[src/rtl/branch_pkg.sv]
// Shared types for the branch redirect controller: prediction queue entry and FSM states.
package branch_pkg;

    localparam int unsigned PKG_ADDR_W     = 64;
    localparam int unsigned PKG_PRED_DEPTH = 8;

    typedef struct packed {
        logic [PKG_ADDR_W-1:0] pc;
        logic                  taken;
        logic [PKG_ADDR_W-1:0] target;
    } pred_entry_t;

    typedef enum logic [1:0] {
        IDLE     = 2'd0,
        FLUSH    = 2'd1,
        REDIRECT = 2'd2
    } redirect_state_e;

endpackage

[src/rtl/pred_fifo.sv]
// In-order queue of fetch-time predictions; pointers carry an extra wrap bit for full/empty.
module pred_fifo
    import branch_pkg::*;
#(
    parameter int unsigned DEPTH = PKG_PRED_DEPTH
) (
    input  logic        clk_in,
    input  logic        rst_N_in,
    input  logic        push_in,
    input  logic        pop_in,
    input  logic        clear_in,
    input  pred_entry_t din_in,
    output pred_entry_t head_out,
    output logic        full_out,
    output logic        empty_out
);

    localparam int unsigned PTR_W = $clog2(DEPTH);

    logic [PTR_W:0] wr_ptr_q, wr_ptr_d;
    logic [PTR_W:0] rd_ptr_q, rd_ptr_d;
    pred_entry_t    mem_q [DEPTH];

    // Pointer update; clear wins over push/pop.
    always_comb begin
        wr_ptr_d = wr_ptr_q;
        rd_ptr_d = rd_ptr_q;
        if (clear_in) begin
            wr_ptr_d = '0;
            rd_ptr_d = '0;
        end else begin
            if (push_in && !full_out) wr_ptr_d = wr_ptr_q + (PTR_W+1)'(1);
            if (pop_in && !empty_out) rd_ptr_d = rd_ptr_q + (PTR_W+1)'(1);
        end
    end

    // Pointer registers.
    always_ff @(posedge clk_in) begin
        if (!rst_N_in) begin
            wr_ptr_q <= '0;
            rd_ptr_q <= '0;
        end else begin
            wr_ptr_q <= wr_ptr_d;
            rd_ptr_q <= rd_ptr_d;
        end
    end

    // Storage write; contents need no reset since pointers gate visibility.
    always_ff @(posedge clk_in) begin
        if (push_in && !full_out && !clear_in) mem_q[wr_ptr_q[PTR_W-1:0]] <= din_in;
    end

    assign empty_out = (wr_ptr_q == rd_ptr_q);
    assign full_out  = (wr_ptr_q[PTR_W] != rd_ptr_q[PTR_W]) &&
                       (wr_ptr_q[PTR_W-1:0] == rd_ptr_q[PTR_W-1:0]);
    assign head_out  = mem_q[rd_ptr_q[PTR_W-1:0]];

endmodule

[src/rtl/bru_redirect_ctrl.sv]
// Branch resolution receiver: compares BRU outcomes against queued predictions,
// pulses a flush on mispredict and holds a fetch redirect until accepted.
// Optional BRU_PERF_CNT_EN adds resolution / misprediction counters.
module bru_redirect_ctrl
    import branch_pkg::*;
#(
    parameter int unsigned PRED_DEPTH = PKG_PRED_DEPTH,
    parameter int unsigned ADDR_W     = PKG_ADDR_W
) (
    input  logic              clk_in,
    input  logic              rst_N_in,
    input  logic              pred_valid_in,
    output logic              pred_ready_out,
    input  logic [ADDR_W-1:0] pred_pc_in,
    input  logic              pred_taken_in,
    input  logic [ADDR_W-1:0] pred_target_in,
    input  logic              res_valid_in,
    input  logic              res_taken_in,
    input  logic [ADDR_W-1:0] res_target_in,
    output logic              flush_out,
    output logic              redirect_valid_out,
    input  logic              redirect_ready_in,
    output logic [ADDR_W-1:0] redirect_pc_out,
    output logic              orphan_err_out,
    output logic [31:0]       res_count_out,
    output logic [31:0]       mispred_count_out
);

    redirect_state_e   state_q, state_d;
    logic              flush_q, flush_d;
    logic              redir_valid_q, redir_valid_d;
    logic [ADDR_W-1:0] redir_pc_q, redir_pc_d;
    logic              orphan_q, orphan_d;

    pred_entry_t       head;
    pred_entry_t       push_entry;
    logic              fifo_full, fifo_empty;
    logic              push_c, pop_c, clear_c;
    logic              mispredict_c;
    logic [ADDR_W-1:0] correct_pc_c;

    assign push_entry = '{pc: pred_pc_in, taken: pred_taken_in, target: pred_target_in};

    pred_fifo #(.DEPTH(PRED_DEPTH)) u_fifo (
        .clk_in    (clk_in),
        .rst_N_in  (rst_N_in),
        .push_in   (push_c),
        .pop_in    (pop_c),
        .clear_in  (clear_c),
        .din_in    (push_entry),
        .head_out  (head),
        .full_out  (fifo_full),
        .empty_out (fifo_empty)
    );

    assign pred_ready_out = (state_q == IDLE) && !fifo_full;
    assign mispredict_c   = (res_taken_in != head.taken) ||
                            (res_taken_in && (res_target_in != head.target));
    assign correct_pc_c   = res_taken_in ? res_target_in : head.pc + ADDR_W'(4);

    // Next-state, queue control and registered output values.
    always_comb begin
        state_d       = state_q;
        flush_d       = 1'b0;
        redir_valid_d = redir_valid_q;
        redir_pc_d    = redir_pc_q;
        orphan_d      = orphan_q;
        pop_c         = 1'b0;
        clear_c       = 1'b0;
        unique case (state_q)
            IDLE: begin
                if (res_valid_in) begin
                    if (fifo_empty) begin
                        orphan_d = 1'b1;
                    end else begin
                        pop_c = 1'b1;
                        if (mispredict_c) begin
                            clear_c    = 1'b1;
                            redir_pc_d = correct_pc_c;
                            flush_d    = 1'b1;
                            state_d    = FLUSH;
                        end
                    end
                end
            end
            FLUSH: begin
                redir_valid_d = 1'b1;
                state_d       = REDIRECT;
            end
            REDIRECT: begin
                if (redirect_ready_in) begin
                    redir_valid_d = 1'b0;
                    state_d       = IDLE;
                end
            end
            default: begin
                redir_valid_d = 1'b0;
                state_d       = IDLE;
            end
        endcase
        push_c = pred_valid_in && pred_ready_out && !clear_c;
    end

    // State and output registers.
    always_ff @(posedge clk_in) begin
        if (!rst_N_in) begin
            state_q       <= IDLE;
            flush_q       <= 1'b0;
            redir_valid_q <= 1'b0;
            redir_pc_q    <= '0;
            orphan_q      <= 1'b0;
        end else begin
            state_q       <= state_d;
            flush_q       <= flush_d;
            redir_valid_q <= redir_valid_d;
            redir_pc_q    <= redir_pc_d;
            orphan_q      <= orphan_d;
        end
    end

    assign flush_out          = flush_q;
    assign redirect_valid_out = redir_valid_q;
    assign redirect_pc_out    = redir_pc_q;
    assign orphan_err_out     = orphan_q;

`ifdef BRU_PERF_CNT_EN
    logic [31:0] res_cnt_q, res_cnt_d;
    logic [31:0] mis_cnt_q, mis_cnt_d;

    // A pop is an accepted resolution; a clear only happens on mispredict.
    always_comb begin
        res_cnt_d = res_cnt_q + 32'(pop_c);
        mis_cnt_d = mis_cnt_q + 32'(clear_c);
    end

    // Performance counter registers.
    always_ff @(posedge clk_in) begin
        if (!rst_N_in) begin
            res_cnt_q <= '0;
            mis_cnt_q <= '0;
        end else begin
            res_cnt_q <= res_cnt_d;
            mis_cnt_q <= mis_cnt_d;
        end
    end

    assign res_count_out     = res_cnt_q;
    assign mispred_count_out = mis_cnt_q;
`else
    assign res_count_out     = '0;
    assign mispred_count_out = '0;
`endif

endmodule

[config.mk]
export PLATFORM = sky130hd
export DESIGN_NAME = bru_redirect_ctrl
export DESIGN_NICKNAME = d
export VERILOG_FILES = /design/src/rtl/branch_pkg.sv /design/src/rtl/pred_fifo.sv /design/src/rtl/bru_redirect_ctrl.sv
export SDC_FILE = /design/constraint.sdc
export NUM_CORES = 1
export LEC_CHECK = 0
export CORE_UTILIZATION = 25
export CTS_BUF_LIST = sky130_fd_sc_hd__clkbuf_8
export CTS_CLUSTER_DIAMETER = 100
export DETAILED_ROUTE_END_ITERATION = 6
export PLACE_DENSITY = 0.38
export SYNTH_ARGS = -nofsm -noshare
export SYNTH_HDL_FRONTEND = slang
export SYNTH_SLANG_ARGS = --single-unit
[constraint.sdc]
create_clock -name clk_in -period 25.7 [get_ports clk_in]
set_input_delay 5.14 -clock clk_in [delete_from_list [all_inputs] [get_ports clk_in]]
set_output_delay 5.14 -clock clk_in [all_outputs]
set_load 0.01 [all_outputs]
== After elaboration in Yosys (flattened, before gate mapping) ==
Memory sizes are Yosys's and may differ from the RTL's. A register that Yosys moved wholly into a read port is not among the register bits.
Index checks and enable logic that the tools add are counted.
Operators by class
  add/sub/neg operators: 3
  equal/unequal tests: 11
  multiplexer cells: 19
  bitwise operators: 3
  reductions and logical operators: 18
Operator list (count)
  64-bit by 3-bit adder with 64-bit output (second input constant): 1
  64-bit 2-to-1 mux: 1
  64-bit != test: 1
  1-bit 2-to-1 mux: 10
  4-bit by 1-bit adder with 4-bit output (second input constant): 2
  1-bit logical AND: 8
  2-bit 2-to-1 mux: 4
  2-bit != test (second input constant): 4
  4-bit AND reduction: 2
  3-bit 2-to-1 mux: 2
  2-bit one-hot mux with 3 select lines: 1
  4-bit equality test: 1
  3-bit equality test: 1
  1-bit logical NOT: 3
  1-bit inverter: 3
  1-bit one-hot mux with 3 select lines: 1
  3-bit AND reduction: 1
  2-bit by 1-bit equality test with 1-bit output (second input constant): 1
  2-bit equality test (second input constant): 1
  2-bit logical NOT: 1
  1-bit != test: 2
  2-bit AND reduction: 1
  2-bit OR reduction: 1
  1-bit logical OR: 1
Storage, ports and cells
  register bits: 77
  bits in writable memories: 1032
  input port bits: 199
  output and inout port bits: 132
  logic and storage cells: 62
  memories kept: 1
Memories
  u_fifo.mem_q: words 8, bits a word 129, rd ports 1, clocked after Yosys merged registers in 1, wr ports 1, RTL line pred_fifo.sv:22  | pred_entry_t mem_q [DEPTH];

== Logic depth before layout (Yosys ltp) ==
  word-level depth: 13
  mapped depth: 21
  mapped depth without buffers: 13

== By module ==
Synthesis repeated with hierarchy kept, for this count alone.
Unflattened totals
  cell total of the unflattened synthesis: 2327
  area total of the unflattened synthesis: 45753.9 um^2
By module, submodules not included
  pred_fifo: instances 1, cells each 1578, area each 39909.5 um^2, sequential area each 31209.9 um^2
  bru_redirect_ctrl: instances 1, cells each 749, area each 5844.4 um^2, sequential area each 1381.3 um^2

== Least setup slack after synthesis ==
No wires, ideal clock.
  path type: input -> register
  start point: input port res_taken_in
  end point: memory u_fifo.mem_q[4][0] (netlist name), enable pin
  library setup time: 0.775 ns
  data arrival time: 15.434 ns
  data required time: 24.925 ns
  path slack: 9.491 ns
  cell stages on the path: 8
  path buffers: 2
  path through: clkbuf_1 o211ai_1 or4_1 nor4_2 a211oi_4 buf_6 nand3b_1 nor3_1
Between the ends
  longest elaborated chain between the ends: 12
  elaborated cells between the ends (all ways): 13
  classes of those cells: eq/ne (1); mux (6); reduce/logical (6)
Ends and longest elaborated chain
  start, declared: RTL line bru_redirect_ctrl.sv:18  | input logic res_taken_in,
  1-bit != test or 1-bit logical AND (tied branches): RTL line bru_redirect_ctrl.sv:57, bru_redirect_ctrl.sv:58
  1-bit logical OR (*): RTL line bru_redirect_ctrl.sv:57  | assign mispredict_c = (res_taken_in != head.taken) ||
  1-bit 2-to-1 mux (*): RTL line bru_redirect_ctrl.sv:77  | if (mispredict_c) begin
  1-bit 2-to-1 mux (*): RTL line bru_redirect_ctrl.sv:73  | if (fifo_empty) begin
  1-bit 2-to-1 mux (*): RTL line bru_redirect_ctrl.sv:72  | if (res_valid_in) begin
  1-bit 2-to-1 mux (*): RTL line bru_redirect_ctrl.sv:70  | unique case (state_q)
  1-bit logical NOT (*): RTL line pred_fifo.sv:50, bru_redirect_ctrl.sv:101
  1-bit logical AND: RTL line bru_redirect_ctrl.sv:101  | push_c = pred_valid_in && pred_ready_out && !clear_c;
  1-bit logical AND: RTL line pred_fifo.sv:50  | if (push_in && !full_out && !clear_in) mem_q[wr_ptr_q[PTR_W-1:0]] <= din_in;
  1-bit logical AND (*): RTL line pred_fifo.sv:50
  1-bit 2-to-1 mux (*): RTL line pred_fifo.sv:50
  1-bit 2-to-1 mux (implied by the code) (*): RTL line pred_fifo.sv:50
  end, declared: RTL line pred_fifo.sv:22
Every way passes the cells marked *; elsewhere a longest branch is shown, timed or not.

== Final worst setup path ==
  start point: input port res_target_in[18]
  end point: memory u_fifo.mem_q[0][17] (netlist name), enable pin
Between the ends
  longest elaborated chain between the ends: 13
Ends and longest elaborated chain
  start, declared: RTL line bru_redirect_ctrl.sv:19  | input logic [ADDR_W-1:0] res_target_in,
  64-bit != test (*): RTL line bru_redirect_ctrl.sv:58  | (res_taken_in && (res_target_in != head.target));
  1-bit logical AND (*): RTL line bru_redirect_ctrl.sv:58
  1-bit logical OR (*): RTL line bru_redirect_ctrl.sv:57
  1-bit 2-to-1 mux (*): RTL line bru_redirect_ctrl.sv:77
  1-bit 2-to-1 mux (*): RTL line bru_redirect_ctrl.sv:73
  1-bit 2-to-1 mux (*): RTL line bru_redirect_ctrl.sv:72
  1-bit 2-to-1 mux (*): RTL line bru_redirect_ctrl.sv:70
  1-bit logical NOT (*): RTL line pred_fifo.sv:50, bru_redirect_ctrl.sv:101
  1-bit logical AND: RTL line bru_redirect_ctrl.sv:101
  1-bit logical AND: RTL line pred_fifo.sv:50
  1-bit logical AND (*): RTL line pred_fifo.sv:50
  1-bit 2-to-1 mux (*): RTL line pred_fifo.sv:50
  1-bit 2-to-1 mux (implied by the code) (*): RTL line pred_fifo.sv:50
Marked as above.

==> flow_metrics.env <==
export IMPL_max_cap_violations=0
export IMPL_yosys_area_share_simple=0.0394
export IMPL_top_level_ports=331
export IMPL_synth_edf_count=1032
export IMPL_drtPass1Iterations=5
export IMPL_rsz0062_at_grt="no"
export IMPL_synth_xor_area_share=0.0201
export IMPL_tightest_slew_ns=1.39
export IMPL_critical_path_arrival_ns=11.04
export IMPL_netlist_area_um2=45700
export IMPL_clkPwrFrac=0.305
export IMPL_die_h_um=429
export IMPL_antenna_found_initial=29
export IMPL_ant_nets=0
export IMPL_seqPwrFrac=0.472
export IMPL_setup_ws_ns=15.21
export IMPL_area_delta_synth_final_pct=18.3
export IMPL_crit_type="input pin to register"
export IMPL_final_common_cell="edfxtp_1"
export IMPL_die_w_um=429
export IMPL_dp_slack_ns=13.94
export IMPL_fin_setup_tns_ns=0
export IMPL_min_period_ns=10.49
export IMPL_wire_per_inst_um=28.3
export IMPL_cp_end_kind="register"
export IMPL_core_um2=181000
export IMPL_p_switching_mw=1.51
export IMPL_io_buffers=266
export IMPL_grt_pass1_vias=25471
export IMPL_ir_drop_mv=0.0468
export IMPL_initial_utilization=0.252
export IMPL_sw_frac_of_total=0.314
export IMPL_remaining_drc_errors=0
export IMPL_critical_path_required_ns=26.24
export IMPL_cts_repair_resize_count=0
export IMPL_p_comb_frac=0.223
export IMPL_crit_slowest_cell="nor4_1"
export IMPL_clkLatencyLatePin_ns=0.94
export IMPL_path_clk_slew_ns=0.07
export IMPL_startpoint_type="input pin"
export IMPL_skew_ns=0.0660
export IMPL_min_path_type="register to register"
export IMPL_totalWireLength_um=152000
export IMPL_p_leak_nw=16.8
export IMPL_rows=156
export IMPL_grt_overflow=0
export IMPL_dp_cells=4995
export IMPL_async_flop_share=0
export IMPL_yosysWarningCount=0
export IMPL_fin_crit_sh=0.408
export IMPL_p_int_mw=3.30
export IMPL_synth_seq_cells=1112
export IMPL_grt_first_pass_wirelength_um=207000
export IMPL_syn_instance_count=2432
export IMPL_drt_iter0_drc=1692
export IMPL_cts_buffer_depth=3
export IMPL_max_slew_margin_rel=0.0765
export IMPL_crit_path_frequent_cell="buf_4"
export IMPL_tritoncts="done"
export IMPL_clockRootBuffer="clkbuf_8"
export IMPL_synth_avg_cell_area_um2=18.8
export IMPL_clock_fmax_ghz=0.0953
export IMPL_gp_congestion=0.814
export IMPL_dr_total_vias=24238
export IMPL_nets=3022
export IMPL_synth_top_family_by_area="multiplexers"
export IMPL_ys_flop_type="edfxtp_1"
export IMPL_dp_hpwl_um=99300
export IMPL_critPathMaxStageDelay_ns=0.93
export IMPL_status="complete, no violations"
export IMPL_maxSlewViolCount=0
export IMPL_cts_sinks=1112
export IMPL_power_density_nw_per_um2=89.0
export IMPL_die_area_um2=184000
export IMPL_synth_compound_area_frac=0.0388
export IMPL_ys_types=84
export IMPL_cts_setup_buffers=0
export IMPL_ctsHoldBuffers=0
export IMPL_ys_seq_area_frac=0.714
export IMPL_cp_max_fo=50
export IMPL_fin_cells=5349
export IMPL_finalSetupViolations=0
export IMPL_htreeDepth=4
export IMPL_crit_chain="clkdlybuf4s50_1 > xnor2_1 > nor4_1 > nand4_1 > nor4_2 > a211oi_4 > buf_4 > or3b_4 > nor3_4 > buf_4 > buf_4"
export IMPL_final_cell_mix="1032 x edfxtp_1, 264 x clkdlybuf4s50_1, 200 x mux2i_1"
export IMPL_synthMuxAreaShare=0.152
export IMPL_via_per_inst=4.53
export IMPL_cts_buffers=193
export IMPL_yosys_area_share_adder=0.000822
export IMPL_drive_above_1_share=0.186
export IMPL_grtUsageTotal=0.162
export IMPL_hold_viol_final=0
export IMPL_grt_max_degree=96
-- path summary, 6_finish.rpt --
path	startpoint	to	slack, ns	cells after the start
setup / recovery	res_target_in[18]	u_fifo.mem_q[0][17]	15.21	11
setup reg to reg	register	u_fifo.mem_q[0][17]	16.29	15
hold reg to reg	redirect_pc_out[31]	redirect_pc_out[31]	0.49	2
hold / removal	redirect_pc_out[31]	redirect_pc_out[31]	0.49	2
-- per-layer routing --
| metal | track usage | up-vias | part of all wire |
|---|---|---|---|
| li1 | - | 10503 | - |
| met1 | 0.190 | 12800 | 0.40 |
| met4 | 0.0757 | 12 | 0.044 |
| met5 | 0 | - | 0.00042 |
| met2 | 0.286 | 653 | 0.52 |
| met3 | 0.0305 | 270 | 0.039 |
-- synth_stat cells, types with 12 or more instances --
cell type | count | area, um2
a22oi_1 | 25 | 188
edfxtp_1 | 1032 | 31000
nor3_1 | 31 | 155
o21ai_0 | 27 | 135
nand2_1 | 68 | 255
a21oi_1 | 44 | 220
buf_4 | 84 | 631
a211oi_2 | 21 | 263
dfxtp_1 | 80 | 1600
mux2_2 | 20 | 225
mux4_1 | 23 | 604
buf_6 | 29 | 327
nand4_1 | 19 | 119
mux4_2 | 182 | 4100
nor2_1 | 96 | 360
nand3_1 | 25 | 125
xor2_1 | 37 | 324
mux2i_1 | 200 | 2000
inv_1 | 25 | 93.8
nor4_1 | 17 | 106
buf_2 | 19 | 95.1
xnor2_1 | 68 | 596
clkbuf_1 | 32 | 120
buf_12 | 12 | 240
o22ai_1 | 23 | 144
-- state kept, by name, indices dropped and copies added (netlist names), named ones only --
register	cells
u_fifo.mem_q	1032
redirect_pc_out	64
u_fifo.rd_ptr_q	4
u_fifo.wr_ptr_q	4
state_q	2
flush_out	1
orphan_err_out	1
redirect_valid_out	1
-- through the flow --
| step | power, mW | hold WS, ns | instance area (um2) | util |
|---|---|---|---|---|
| after floorplan | 2.89 | 0.476 | 45900 | - |
| after global placement | 3.40 | 0.465 | 50500 | 0.279 |
| after detailed placement | 3.40 | 0.480 | 50500 | 0.279 |
| after CTS | 4.89 | 0.490 | 54000 | 0.298 |
| after global routing | 5.01 | 0.505 | 54000 | 0.298 |
| final | 4.80 | 0.486 | 54000 | 0.298 |
-- cell families after synthesis --
| logic type | Yosys count |
|---|---|
| and+or+nand+nor | 341 |
| xor gates and xnor gates | 105 |
| DFF | 1112 |
| buffers and inverters | 215 |
| AOI/OAI and AO/OA | 230 |
| other | 1 |
| muxes | 425 |
| adders and majority gates | 3 |
-- layout make-up --
class / instances / area, um2
Clock buffer: 195 / 2680
Clock inverter: 155 / 764
Fill cell: 17746 / 127000
Inverter: 27 / 101
Sequential cell: 1112 / 32600
Timing Repair Buffer: 318 / 3120
Antenna cell: 4 / 10.0
Multi-Input combinational cell: 1168 / 11800
Tap cell: 2370 / 2970
-- power groups by stage --
stage                     Clock (mW)  Combinational [mW]  Sequential, mW
after floorplan                    0               0.587            2.30
after global placement             0                1.10            2.30
after detailed placement           0                1.09            2.31
after CTS                       1.52                1.10            2.27
after global routing            1.59                1.13            2.28
final                           1.47                1.07            2.27
-- worst max-delay path: cells and delay by family --
family / cells / cell delay (ns)
compound gates: 1 / 0.13
xor+xnor: 1 / 0.26
buf+inv: 4 / 2.35
simple gates: 5 / 3.06
Note: power is estimated with default switching activity, not from simulation.
